`config.mk`:
```
export PLATFORM = sky130hd
export DESIGN_NAME = apmu_ibex_rf_wb_queue
export DESIGN_NICKNAME = d
export VERILOG_FILES = /design/src/rtl/apmu_ibex_rf_wb_queue.sv
export SDC_FILE = /design/constraint.sdc
export NUM_CORES = 1
export LEC_CHECK = 0
export CAP_MARGIN = 10
export CELL_PAD_IN_SITES_DETAIL_PLACEMENT = 1
export CELL_PAD_IN_SITES_GLOBAL_PLACEMENT = 2
export CORE_UTILIZATION = 34
export DETAILED_ROUTE_END_ITERATION = 6
export PLACE_DENSITY_LB_ADDON = 0.1
export SLEW_MARGIN = 20
export SYNTH_ARGS = -nofsm -noshare
export SYNTH_HDL_FRONTEND = slang
export SYNTH_SLANG_ARGS = --single-unit
```
`constraint.sdc`:
```
create_clock -name clk_i -period 5.55 [get_ports clk_i]
set_clock_uncertainty 0.05 [all_clocks]
set_input_delay 0.8325 -clock clk_i [delete_from_list [all_inputs] [get_ports clk_i]]
set_output_delay 0.8325 -clock clk_i [all_outputs]
set_load 0.02 [all_outputs]
```
`src/rtl/apmu_ibex_rf_wb_queue.sv`:
```
// Register-file writeback arbiter: ALU writes win, LSU loads queue behind them.
// Optional operand forwarding of pending writes is enabled by APMU_RF_WBQ_BYPASS_EN.
module apmu_ibex_rf_wb_queue #(
   parameter int DataWidth = 32,
   parameter int Depth     = 4
) (
   input  logic                 clk_i,
   input  logic                 rst_ni,
   input  logic                 alu_we_i,
   input  logic [4:0]           alu_waddr_i,
   input  logic [DataWidth-1:0] alu_wdata_i,
   input  logic                 lsu_valid_i,
   output logic                 lsu_ready_o,
   input  logic [4:0]           lsu_waddr_i,
   input  logic [DataWidth-1:0] lsu_wdata_i,
   output logic                 rf_we_o,
   output logic [4:0]           rf_waddr_o,
   output logic [DataWidth-1:0] rf_wdata_o,
   input  logic [4:0]           raddr_a_i,
   input  logic [4:0]           raddr_b_i,
   output logic                 fwd_a_valid_o,
   output logic                 fwd_b_valid_o,
   output logic [DataWidth-1:0] fwd_a_data_o,
   output logic [DataWidth-1:0] fwd_b_data_o,
   output logic                 idle_o
);
   localparam int PtrW = $clog2(Depth);
   localparam int CntW = PtrW + 1;

   logic [Depth-1:0]     ent_valid_reg;
   logic [4:0]           ent_addr_reg [Depth];
   logic [DataWidth-1:0] ent_data_reg [Depth];
   logic [PtrW-1:0]      head_reg;
   logic [PtrW-1:0]      tail_reg;
   logic [CntW-1:0]      count_reg;

   logic queue_empty;
   logic alu_fire;
   logic lsu_fire;
   logic lsu_write;
   logic do_pop;
   logic do_push;

   assign queue_empty = (count_reg == '0);
   assign lsu_ready_o = (count_reg != CntW'(Depth));
   assign alu_fire    = alu_we_i && (alu_waddr_i != 5'd0);
   assign lsu_fire    = lsu_valid_i && lsu_ready_o;
   // A same-address ALU write is younger, so the load is accepted but discarded.
   assign lsu_write   = lsu_fire && (lsu_waddr_i != 5'd0) &&
                        !(alu_fire && (alu_waddr_i == lsu_waddr_i));
   assign do_pop      = !alu_fire && !queue_empty;
   assign do_push     = lsu_write && (alu_fire || !queue_empty);
   assign idle_o      = queue_empty && !rf_we_o;

   always_ff @(posedge clk_i) begin
      if (!rst_ni) begin
         ent_valid_reg <= '0;
         head_reg      <= '0;
         tail_reg      <= '0;
         count_reg     <= '0;
         rf_we_o       <= 1'b0;
         rf_waddr_o    <= 5'd0;
         rf_wdata_o    <= '0;
      end else begin
         for (int i = 0; i < Depth; i++) begin
            if (alu_fire && (ent_addr_reg[i] == alu_waddr_i)) begin
               ent_valid_reg[i] <= 1'b0;
            end
         end
         if (do_pop) begin
            ent_valid_reg[head_reg] <= 1'b0;
            head_reg                <= head_reg + 1'b1;
         end
         if (do_push) begin
            ent_valid_reg[tail_reg] <= 1'b1;
            tail_reg                <= tail_reg + 1'b1;
         end
         case ({do_push, do_pop})
            2'b10:   count_reg <= count_reg + 1'b1;
            2'b01:   count_reg <= count_reg - 1'b1;
            default: count_reg <= count_reg;
         endcase

         if (alu_fire) begin
            rf_we_o    <= 1'b1;
            rf_waddr_o <= alu_waddr_i;
            rf_wdata_o <= alu_wdata_i;
         end else if (!queue_empty) begin
            // A squashed head still consumes a slot, with the write suppressed.
            rf_we_o    <= ent_valid_reg[head_reg];
            rf_waddr_o <= ent_addr_reg[head_reg];
            rf_wdata_o <= ent_data_reg[head_reg];
         end else if (lsu_write) begin
            rf_we_o    <= 1'b1;
            rf_waddr_o <= lsu_waddr_i;
            rf_wdata_o <= lsu_wdata_i;
         end else begin
            rf_we_o    <= 1'b0;
         end
      end
   end

   always_ff @(posedge clk_i) begin
      if (rst_ni && do_push) begin
         ent_addr_reg[tail_reg] <= lsu_waddr_i;
         ent_data_reg[tail_reg] <= lsu_wdata_i;
      end
   end

`ifdef APMU_RF_WBQ_BYPASS_EN
   // Walk oldest to youngest so the youngest match wins; the output register is the fallback.
   function automatic logic [DataWidth:0] fwd_lookup(input logic [4:0] raddr);
      logic [DataWidth:0] res;
      logic [PtrW-1:0]    idx;
      res = '0;
      if (rf_we_o && (rf_waddr_o == raddr)) begin
         res = {1'b1, rf_wdata_o};
      end
      for (int i = 0; i < Depth; i++) begin
         idx = head_reg + PtrW'(i);
         if ((CntW'(i) < count_reg) && ent_valid_reg[idx] && (ent_addr_reg[idx] == raddr)) begin
            res = {1'b1, ent_data_reg[idx]};
         end
      end
      if (raddr == 5'd0) begin
         res = '0;
      end
      return res;
   endfunction

   always_comb begin
      {fwd_a_valid_o, fwd_a_data_o} = fwd_lookup(raddr_a_i);
      {fwd_b_valid_o, fwd_b_data_o} = fwd_lookup(raddr_b_i);
   end
`else
   logic unused_raddr;
   assign unused_raddr  = ^{raddr_a_i, raddr_b_i};
   assign fwd_a_valid_o = 1'b0;
   assign fwd_b_valid_o = 1'b0;
   assign fwd_a_data_o  = '0;
   assign fwd_b_data_o  = '0;
`endif

endmodule

```
==> flow_summary.json, run 1 <==
{
  "status": "complete, no violations",
  "endpoint_kind": "register",
  "wl_met1_um": 10000,
  "cts_buffer_depth": 2,
  "combPwrFrac_pct": 31.5,
  "drt_wl_total_um": 22300,
  "via_per_inst": 4.96,
  "crit_chain": "clkdlybuf4s50_1, or4_4, o21ai_4, nor4_1, a211oi_4, inv_2, ha_1, inv_1, fa_1, xor2_1, or3_1, a21boi_0",
  "portBuffers": 117,
  "die_area_mm2": 0.0270,
  "worstReg2RegStart": "count_reg[0]",
  "antenna_found_initial": 1,
  "finalSetupTns_ps": 0,
  "report.final.slew_viol_count": 0,
  "place_congestion": 0.771,
  "critPathKind": "in -> reg",
  "netlist_area_mm2": 0.00895,
  "critPathLaunchType": "primary input",
  "power_density_mw_per_mm2": 423,
  "syn_inst": 686,
  "fin_nets": 885,
  "highest_layer": "met5",
  "cts_hold_buf": 0,
  "tightestPinTransition_ps": 1070,
  "post-cts-setup-buffers": 0,
  "ys_seq_area_share_pct": 61.0,
  "worstHoldPathType": "reg -> reg",
  "placed_cell_area_mm2": 0.0102,
  "p_leak_nw": 3.65,
  "rrSetupSlack_ps": 2490,
  "switching_power_mw": 1.58,
  "postLayoutCoreUtil_pct": 41.9,
  "firstDrtPassIters": 4,
  "relSlewSlack_pct": 28.8,
  "cts.sinks": 199,
  "arrival_ps": 4240,
  "layout_setup_ws_ps": 1620,
  "root_buffer": "clkbuf_16",
  "dp_cells": 1103,
  "rr_worst_depth": 8,
  "final_area_mm2": 0.0109,
  "drc": 0,
  "ys_seq_elements": 199,
  "diodes": 0,
  "grt_pass1_wl_um": 34400,
  "stdcell_count": 1135,
  "cts_tree": "yes",
  "drive_gt1_share_pct": 12.5,
  "min_path_cells": 2,
  "met3_length_um": 907,
  "ys.warnings.count": 0,
  "worst-path-stages": 12,
  "clkTransAtPathRegs_ps": 80,
  "min_from": "rf_wdata_o[13]",
  "cp_slowest_cell": "clkdlybuf4s50_1",
  "cts-buffers-inserted": 17,
  "required_ps": 5850,
  "setup_viol": 0,
  "synth_cell_types": 40,
  "grt_pass1_vias": 5928,
  "core-area_mm2": 0.0259,
  "met2WireLength_um": 11200,
  "holdPathEnd": "rf_wdata_o[13]",
  "drtAntennaViolNets": 0,
  "p_seq_share_pct": 41.1,
  "start_util_pct": 34.6,
  "path_buf_inv": 3,
  "final_common_cell": "edfxtp_1",
  "boundaryPins": 194,
  "drt-initial-drc-count": 261,
  "grt_max_degree": 91,
  "num_rows": 59,
  "final_cell_mix": "148 x edfxtp_1, 116 x clkdlybuf4s50_1, 115 x nand2_1, 66 x conb_1, 49 x dfxtp_1",
  "rsz0062_at_grt": "no",
  "hold_violations": 0,
  "dp_slack_ps": 1130,
  "die_h_um": 164,
  "grtUsageTotal_pct": 17.2,
  "vias": 5631,
  "ir_drop_mv": 0.338,
  "die_width_um": 164,
  "reg2reg_to": "count_reg[2]",
  "syn2layout_area_growth_pct": 21.3,
  "p_int_mw": 3.01,
  "post_cts_resize_count": 0,
  "wl_per_cell_um": 19.6,
  "min_period_over_period_pct": 70.9,
  "syn-mean-instance-area_um2": 13.1,
  "max-cap-violations": 0,
  "largest_register_ffs": 128,
  "clkLatencyLatePin_ps": 430,
  "clkPwrFrac_pct": 27.5,
  "cp_top_family": "simple AND/OR/NAND/NOR gates",
  "timing.fmax_mhz": 254,
  "htreeDepth": 4,
  "max_stage_delay_ps": 790,
  "gr-total-overflow": 0,
  "netSwitchingFraction_pct": 34.4,
  "critical_path.max_fanout": 12,
  "min_period_ps": 3930,
  "hpwl_um": 14200
}
## synth_stat cells
master	n	area, um2
a211oi_4	1	20.0
a21boi_0	2	15.0
a21oi_1	2	10.0
a31oi_1	2	12.5
and2_1	6	37.5
and3_1	3	18.8
buf_2	12	60.1
buf_4	66	495
buf_6	2	22.5
clkbuf_1	34	128
conb_1	1	3.75
dfxtp_1	51	1020
edfxtp_1	148	4440
fa_1	1	20.0
ha_1	9	113
inv_1	7	26.3
inv_2	1	3.75
mux2i_1	2	20.0
mux4_2	38	856
nand2_1	115	432
nand2b_1	2	12.5
nand3_1	45	225
nand3b_1	1	7.51
nor2_1	5	18.8
nor2b_1	1	6.26
nor3_1	5	25.0
nor4_1	3	18.8
o2111ai_1	36	315
o211ai_2	1	12.5
o21a_1	2	15.0
o21ai_0	41	205
o21ai_1	4	20.0
o21ai_2	1	8.76
o22ai_1	3	18.8
or3_1	2	12.5
or3b_2	1	8.76
or4_1	1	7.51
or4_4	1	11.3
xnor2_1	13	114
xor2_1	15	131
## per-stage QoR
stage / hold WS [ps] / power (mW)
floorplan: 395 / 2.86
global placement: 397 / 3.37
detailed placement: 402 / 3.41
CTS: 413 / 4.68
global route: 429 / 4.85
finish: 407 / 4.59
## worst max path at each step
| stage | start | end | slack (ps) |
|---|---|---|---|
| after floorplan | alu_waddr_i[1] | ent_addr_reg[3][0] | 1200 |
| after global placement | alu_waddr_i[0] | ent_data_reg[1][8] | 1200 |
| after detailed placement | alu_waddr_i[4] | count_reg[2] | 1130 |
| after CTS | alu_waddr_i[4] | count_reg[2] | 1580 |
| after global routing | alu_waddr_i[4] | count_reg[2] | 1370 |
| final | alu_waddr_i[4] | count_reg[2] | 1620 |
## final cells by class
cell class	instances	area [um2]
clock buffers	17	425
clock inverters	15	186
fillers	2714	15100
inverters	8	30.0
multi-input cells	430	3050
flip-flops and latches	199	5470
well taps	335	419
repair buffers	131	1280
## worst reg2reg max path: stages (launching register included)
cell,delay [ps]
dfxtp_1,410
or3_2,860
and2_1,350
ha_1,220
inv_1,60
fa_1,370
xor2_1,160
or3_1,310
a21boi_0,180
## metal layers
layer / track usage [%] / up-vias
met5: 0 / -
met2: 29.0 / 128
met1: 22.6 / 2873
met4: 4.67 / 2
met3: 3.03 / 13
li1: - / 2615
## logic make-up (layout without fill, tap and decap cells)
logic type,count (synthesis),after routing,synth area share [%]
adders and majority gates,10,10,1.48
DFF,199,199,61.0
xor gates and xnor gates,28,28,2.74
other,1,66,0.0419
muxes,40,40,9.78
AOI/OAI and AO/OA,95,95,7.29
buffers and inverters,122,171,8.22
and+or+nand+nor,191,191,9.40
## power by group through the flow
| stage | Sequential (mW) | Combinational (mW) | Clock [mW] |
|---|---|---|---|
| after floorplan | 1.96 | 0.901 | 0 |
| after global placement | 1.91 | 1.46 | 0 |
| after detailed placement | 1.92 | 1.48 | 0 |
| after CTS | 1.89 | 1.49 | 1.30 |
| after global routing | 1.91 | 1.60 | 1.34 |
| final | 1.89 | 1.44 | 1.26 |
Note: power is estimated with default switching activity, not from simulation.
==> inputs of run 2 (changes only) <==
--- a/config.mk
+++ b/config.mk
@@ -8,7 +8,7 @@
 export CAP_MARGIN = 10
 export CELL_PAD_IN_SITES_DETAIL_PLACEMENT = 1
 export CELL_PAD_IN_SITES_GLOBAL_PLACEMENT = 2
-export CORE_UTILIZATION = 34
+export CORE_UTILIZATION = 31
 export DETAILED_ROUTE_END_ITERATION = 6
 export PLACE_DENSITY_LB_ADDON = 0.1
 export SLEW_MARGIN = 20
==> constraint.sdc (replaced) <==
create_clock -name clk_i -period 3.5 [get_ports clk_i]
set_clock_uncertainty 0.05 [all_clocks]
set_input_delay 0.525 -clock clk_i [delete_from_list [all_inputs] [get_ports clk_i]]
set_output_delay 0.525 -clock clk_i [all_outputs]
set_load 0.02 [all_outputs]
==> flow_summary.json, run 2 (synthesized netlist as in run 1, its figures left out) <==
{
  "rsz0062_at_grt": "no",
  "clkTransAtPathRegs_ps": 80,
  "power_density_mw_per_mm2": 663,
  "endpoint_kind": "register",
  "drt_wl_total_um": 23300,
  "antenna_found_initial": 1,
  "fillers": 3040,
  "grt_max_degree": 67,
  "wl_per_cell_um": 19.4,
  "post_cts_resize_count": 0,
  "firstDrtPassIters": 4,
  "required_ps": 3800,
  "p_leak_nw": 3.75,
  "post-cts-setup-buffers": 0,
  "relSlewSlack_pct": 52.2,
  "crit_chain": "clkdlybuf4s50_1, buf_4, xnor2_1, nand3_1, nor4_1, buf_4, a211oi_4, inv_2, ha_1, inv_1, fa_1, xor2_1, or3_1, a21boi_0",
  "hold_violations": 0,
  "largest_register_ffs": 128,
  "place_congestion": 0.783,
  "syn2layout_area_growth_pct": 24.1,
  "core-area_mm2": 0.0281,
  "fin_nets": 904,
  "hpwl_um": 14900,
  "die_area_mm2": 0.0296,
  "max_stage_delay_ps": 500,
  "drtAntennaViolNets": 0,
  "final_cell_mix": "148 x edfxtp_1, 116 x clkdlybuf4s50_1, 115 x nand2_1, 66 x conb_1, 49 x dfxtp_1",
  "max-cap-violations": 0,
  "crit_top_cell": "buf_4",
  "critical_path.max_fanout": 7,
  "via_per_inst": 4.76,
  "critPathLaunchType": "primary input",
  "drt-initial-drc-count": 251,
  "status": "complete, no violations",
  "arrival_ps": 3360,
  "timing.fmax_mhz": 327,
  "path_buf_inv": 5,
  "clkLatencyLatePin_ps": 430,
  "holdWs_ps": 416,
  "layout_setup_ws_ps": 440,
  "die_width_um": 172,
  "report.final.slew_viol_count": 0,
  "drc": 0,
  "cts.sinks": 199,
  "dp_slack_ps": -30.7,
  "grtUsageTotal_pct": 16.1,
  "cp_top_family": "buffers and inverters",
  "min_period_ps": 3060,
  "die_h_um": 172,
  "diodes": 0,
  "root_buffer": "clkbuf_16",
  "num_rows": 61,
  "gr-total-overflow": 0,
  "tightestPinTransition_ps": 716,
  "cp_slowest_cell": "clkdlybuf4s50_1",
  "start_util_pct": 31.9,
  "final_common_cell": "edfxtp_1",
  "min_period_over_period_pct": 87.4,
  "htreeDepth": 4,
  "cts-buffers-inserted": 17,
  "vias": 5693,
  "boundaryPins": 194,
  "ir_drop_mv": 0.324,
  "worstHoldPathType": "reg -> reg",
  "grt_pass1_wl_um": 35300,
  "cts_hold_buf": 0,
  "cts_buffer_depth": 2,
  "critPathKind": "in -> reg",
  "drive_gt1_share_pct": 14.5,
  "totalPowerFinal_mw": 7.36,
  "cts_tree": "yes",
  "setup_viol": 0,
  "grt_pass1_vias": 6124,
  "portBuffers": 117
}
run 2: final timing paths:
kind / from / to / slack (ps) / cells after the start
max: alu_waddr_i[1] / count_reg[2] / 440 / 14
min: rf_wdata_o[30] / rf_wdata_o[30] / 420 / 2
max reg2reg: count_reg[2] / count_reg[2] / 910 / 10
min reg2reg: rf_wdata_o[30] / rf_wdata_o[30] / 420 / 2
run 2: power breakdown:
group | internal (mW) | switching, mW
clock | 0.970 | 1.01
combinational | 1.00 | 1.39
sequential | 2.80 | 0.187
run 2: final cells by class:
type / instances / area (um2) / share of cell area, %
Sequential cell: 199 / 5470 / 49.2
Inverter: 8 / 30.0 / 0.270
Timing Repair Buffer: 150 / 1490 / 13.4
Tap cell: 378 / 473 / 4.26
Clock buffer: 17 / 425 / 3.83
Clock inverter: 15 / 179 / 1.61
Multi-Input combinational cell: 430 / 3050 / 27.4
run 2: layer usage:
metal  share of wire (%)  global-route usage, %  routed length, um
met1                  45                   20.5              10500
met2                  50                   27.8              11500
met3                 4.2                   3.39                980
met4                0.98                   4.31                229
met5               0.060                      0                 14
run 2: per-stage QoR:
step           std cells  cell area (um2)  utilization [%]  TNS, ps
4_1_cts             1197            11100             39.6        0
2_1_floorplan        751             9200                -   -80470
3_3_place_gp        1165            10500             37.4        0
5_1_grt             1197            11100             39.6        0
3_5_place_dp        1165            10500             37.4    -30.7
6_report            1197            11100             39.6        0
run 2: worst register-to-register path: stages (launching register included):
cell      delay (ps)
dfxtp_1          400
or3b_2           520
o211ai_2         150
a211oi_4          70
inv_2             70
ha_1             150
inv_1             60
fa_1             370
xor2_1           150
or3_1            310
a21boi_0         200
==> inputs of run 3 (changes only) <==
--- a/config.mk
+++ b/config.mk
@@ -11,6 +11,7 @@
 export CORE_UTILIZATION = 31
 export DETAILED_ROUTE_END_ITERATION = 6
 export PLACE_DENSITY_LB_ADDON = 0.1
+export SETUP_SLACK_MARGIN = 0.1
 export SLEW_MARGIN = 20
 export SYNTH_ARGS = -nofsm -noshare
 export SYNTH_HDL_FRONTEND = slang
==> flow_summary.json, run 3 (synthesized netlist as in run 1, its figures left out) <==
{
  "min_period_ps": 3040,
  "grt_pass1_vias": 6130,
  "path_buf_inv": 5,
  "num_rows": 61,
  "crit_chain": "clkdlybuf4s50_1, buf_4, xnor2_1, nand3_1, nor4_1, buf_4, a211oi_4, inv_2, ha_1, inv_1, fa_1, xor2_1, or3_1, a21boi_0",
  "fin_nets": 904,
  "setup_viol": 0,
  "crit_top_cell": "buf_4",
  "holdWs_ps": 413,
  "ir_drop_mv": 0.263,
  "htreeDepth": 4,
  "post-cts-setup-buffers": 0,
  "timing.fmax_mhz": 328,
  "cp_top_family": "buffers and inverters",
  "critPathKind": "in -> reg",
  "clkTransAtPathRegs_ps": 70,
  "arrival_ps": 3350,
  "firstDrtPassIters": 7,
  "gr-total-overflow": 0,
  "cts.sinks": 199,
  "cts-buffers-inserted": 17,
  "via_per_inst": 4.73,
  "root_buffer": "clkbuf_16",
  "drtAntennaViolNets": 0,
  "vias": 5664,
  "dp_slack_ps": -19.6,
  "grt_pass1_wl_um": 36100,
  "hold_violations": 0,
  "rsz0062_at_grt": "no",
  "diodes": 0,
  "wl_per_cell_um": 19.5,
  "post_cts_resize_count": 0,
  "placed_cell_area_mm2": 0.0106,
  "die_h_um": 172,
  "cts_buffer_depth": 2,
  "die_width_um": 172,
  "cp_slowest_cell": "clkdlybuf4s50_1",
  "place_congestion": 0.775,
  "final_area_mm2": 0.0112,
  "die_area_mm2": 0.0296,
  "drt-initial-drc-count": 195,
  "report.final.slew_viol_count": 0,
  "cts_hold_buf": 0,
  "antenna_found_initial": 0,
  "portBuffers": 117,
  "min_period_over_period_pct": 87.0,
  "postLayoutCoreUtil_pct": 39.8,
  "layout_setup_ws_ps": 456,
  "start_util_pct": 31.9,
  "endpoint_kind": "register",
  "clkLatencyLatePin_ps": 430,
  "critPathLaunchType": "primary input",
  "totalPowerFinal_mw": 7.46,
  "drc": 0,
  "max-cap-violations": 0,
  "syn2layout_area_growth_pct": 24.9,
  "worstHoldPathType": "reg -> reg",
  "p_leak_nw": 3.79,
  "core-area_mm2": 0.0281,
  "final_common_cell": "edfxtp_1",
  "relSlewSlack_pct": 37.2,
  "final_cell_mix": "148 x edfxtp_1, 116 x clkdlybuf4s50_1, 115 x nand2_1, 66 x conb_1, 49 x dfxtp_1",
  "largest_register_ffs": 128,
  "max_stage_delay_ps": 490,
  "boundaryPins": 194,
  "status": "complete, no violations",
  "drive_gt1_share_pct": 14.5,
  "required_ps": 3810,
  "hpwl_um": 15300,
  "grtUsageTotal_pct": 16.6,
  "cts_tree": "yes",
  "drt_wl_total_um": 23400,
  "grt_max_degree": 56,
  "critical_path.max_fanout": 7,
  "tightestPinTransition_ps": 942,
  "power_density_mw_per_mm2": 667
}
[run 3: layout make-up]
cell class | instances | area, um2
fill | 3000 | 16900
sequential | 199 | 5470
multi-input combinational | 430 | 3050
timing repair buffer | 150 | 1540
tap | 378 | 473
clock buffer | 17 | 425
clock inverter | 15 | 203
inverter | 8 | 30.0
[run 3: through the flow]
stage / instances / TNS, ps
finish: 1197 / 0
global route: 1197 / 0
detailed placement: 1165 / -19.6
global placement: 1165 / 0
CTS: 1197 / 0
floorplan: 751 / 0
[run 3: path summary, 6_finish.rpt]
kind,start,end,slack [ps],cells after the start
setup reg to reg,count_reg[2],count_reg[2],910,10
hold / removal,rf_wdata_o[5],rf_wdata_o[5],410,2
setup / recovery,alu_waddr_i[0],count_reg[2],460,14
hold reg to reg,rf_wdata_o[5],rf_wdata_o[5],410,2
[run 3: per-layer routing]
layer / share of wire (%) / GRT usage [%] / vias up
met5: 0 / 0 / -
li1: - / - / 2647
met3: 4.2 / 3.39 / 19
met4: 0.96 / 4.31 / 0
met2: 49 / 28.2 / 137
met1: 46 / 21.6 / 2861
[run 3: worst min-delay path, stage by stage, from the launching register on]
cell and delay (ps):
dfxtp_1 310, nand2_1 50, o21ai_0 60
[run 3: power by group]
group | switching [mW] | internal, mW | total [mW]
logic | 1.38 | 1.01 | 2.39
registers | 0.197 | 2.80 | 3.00
clock network | 0.966 | 1.10 | 2.07
total | 2.54 | 4.91 | 7.46
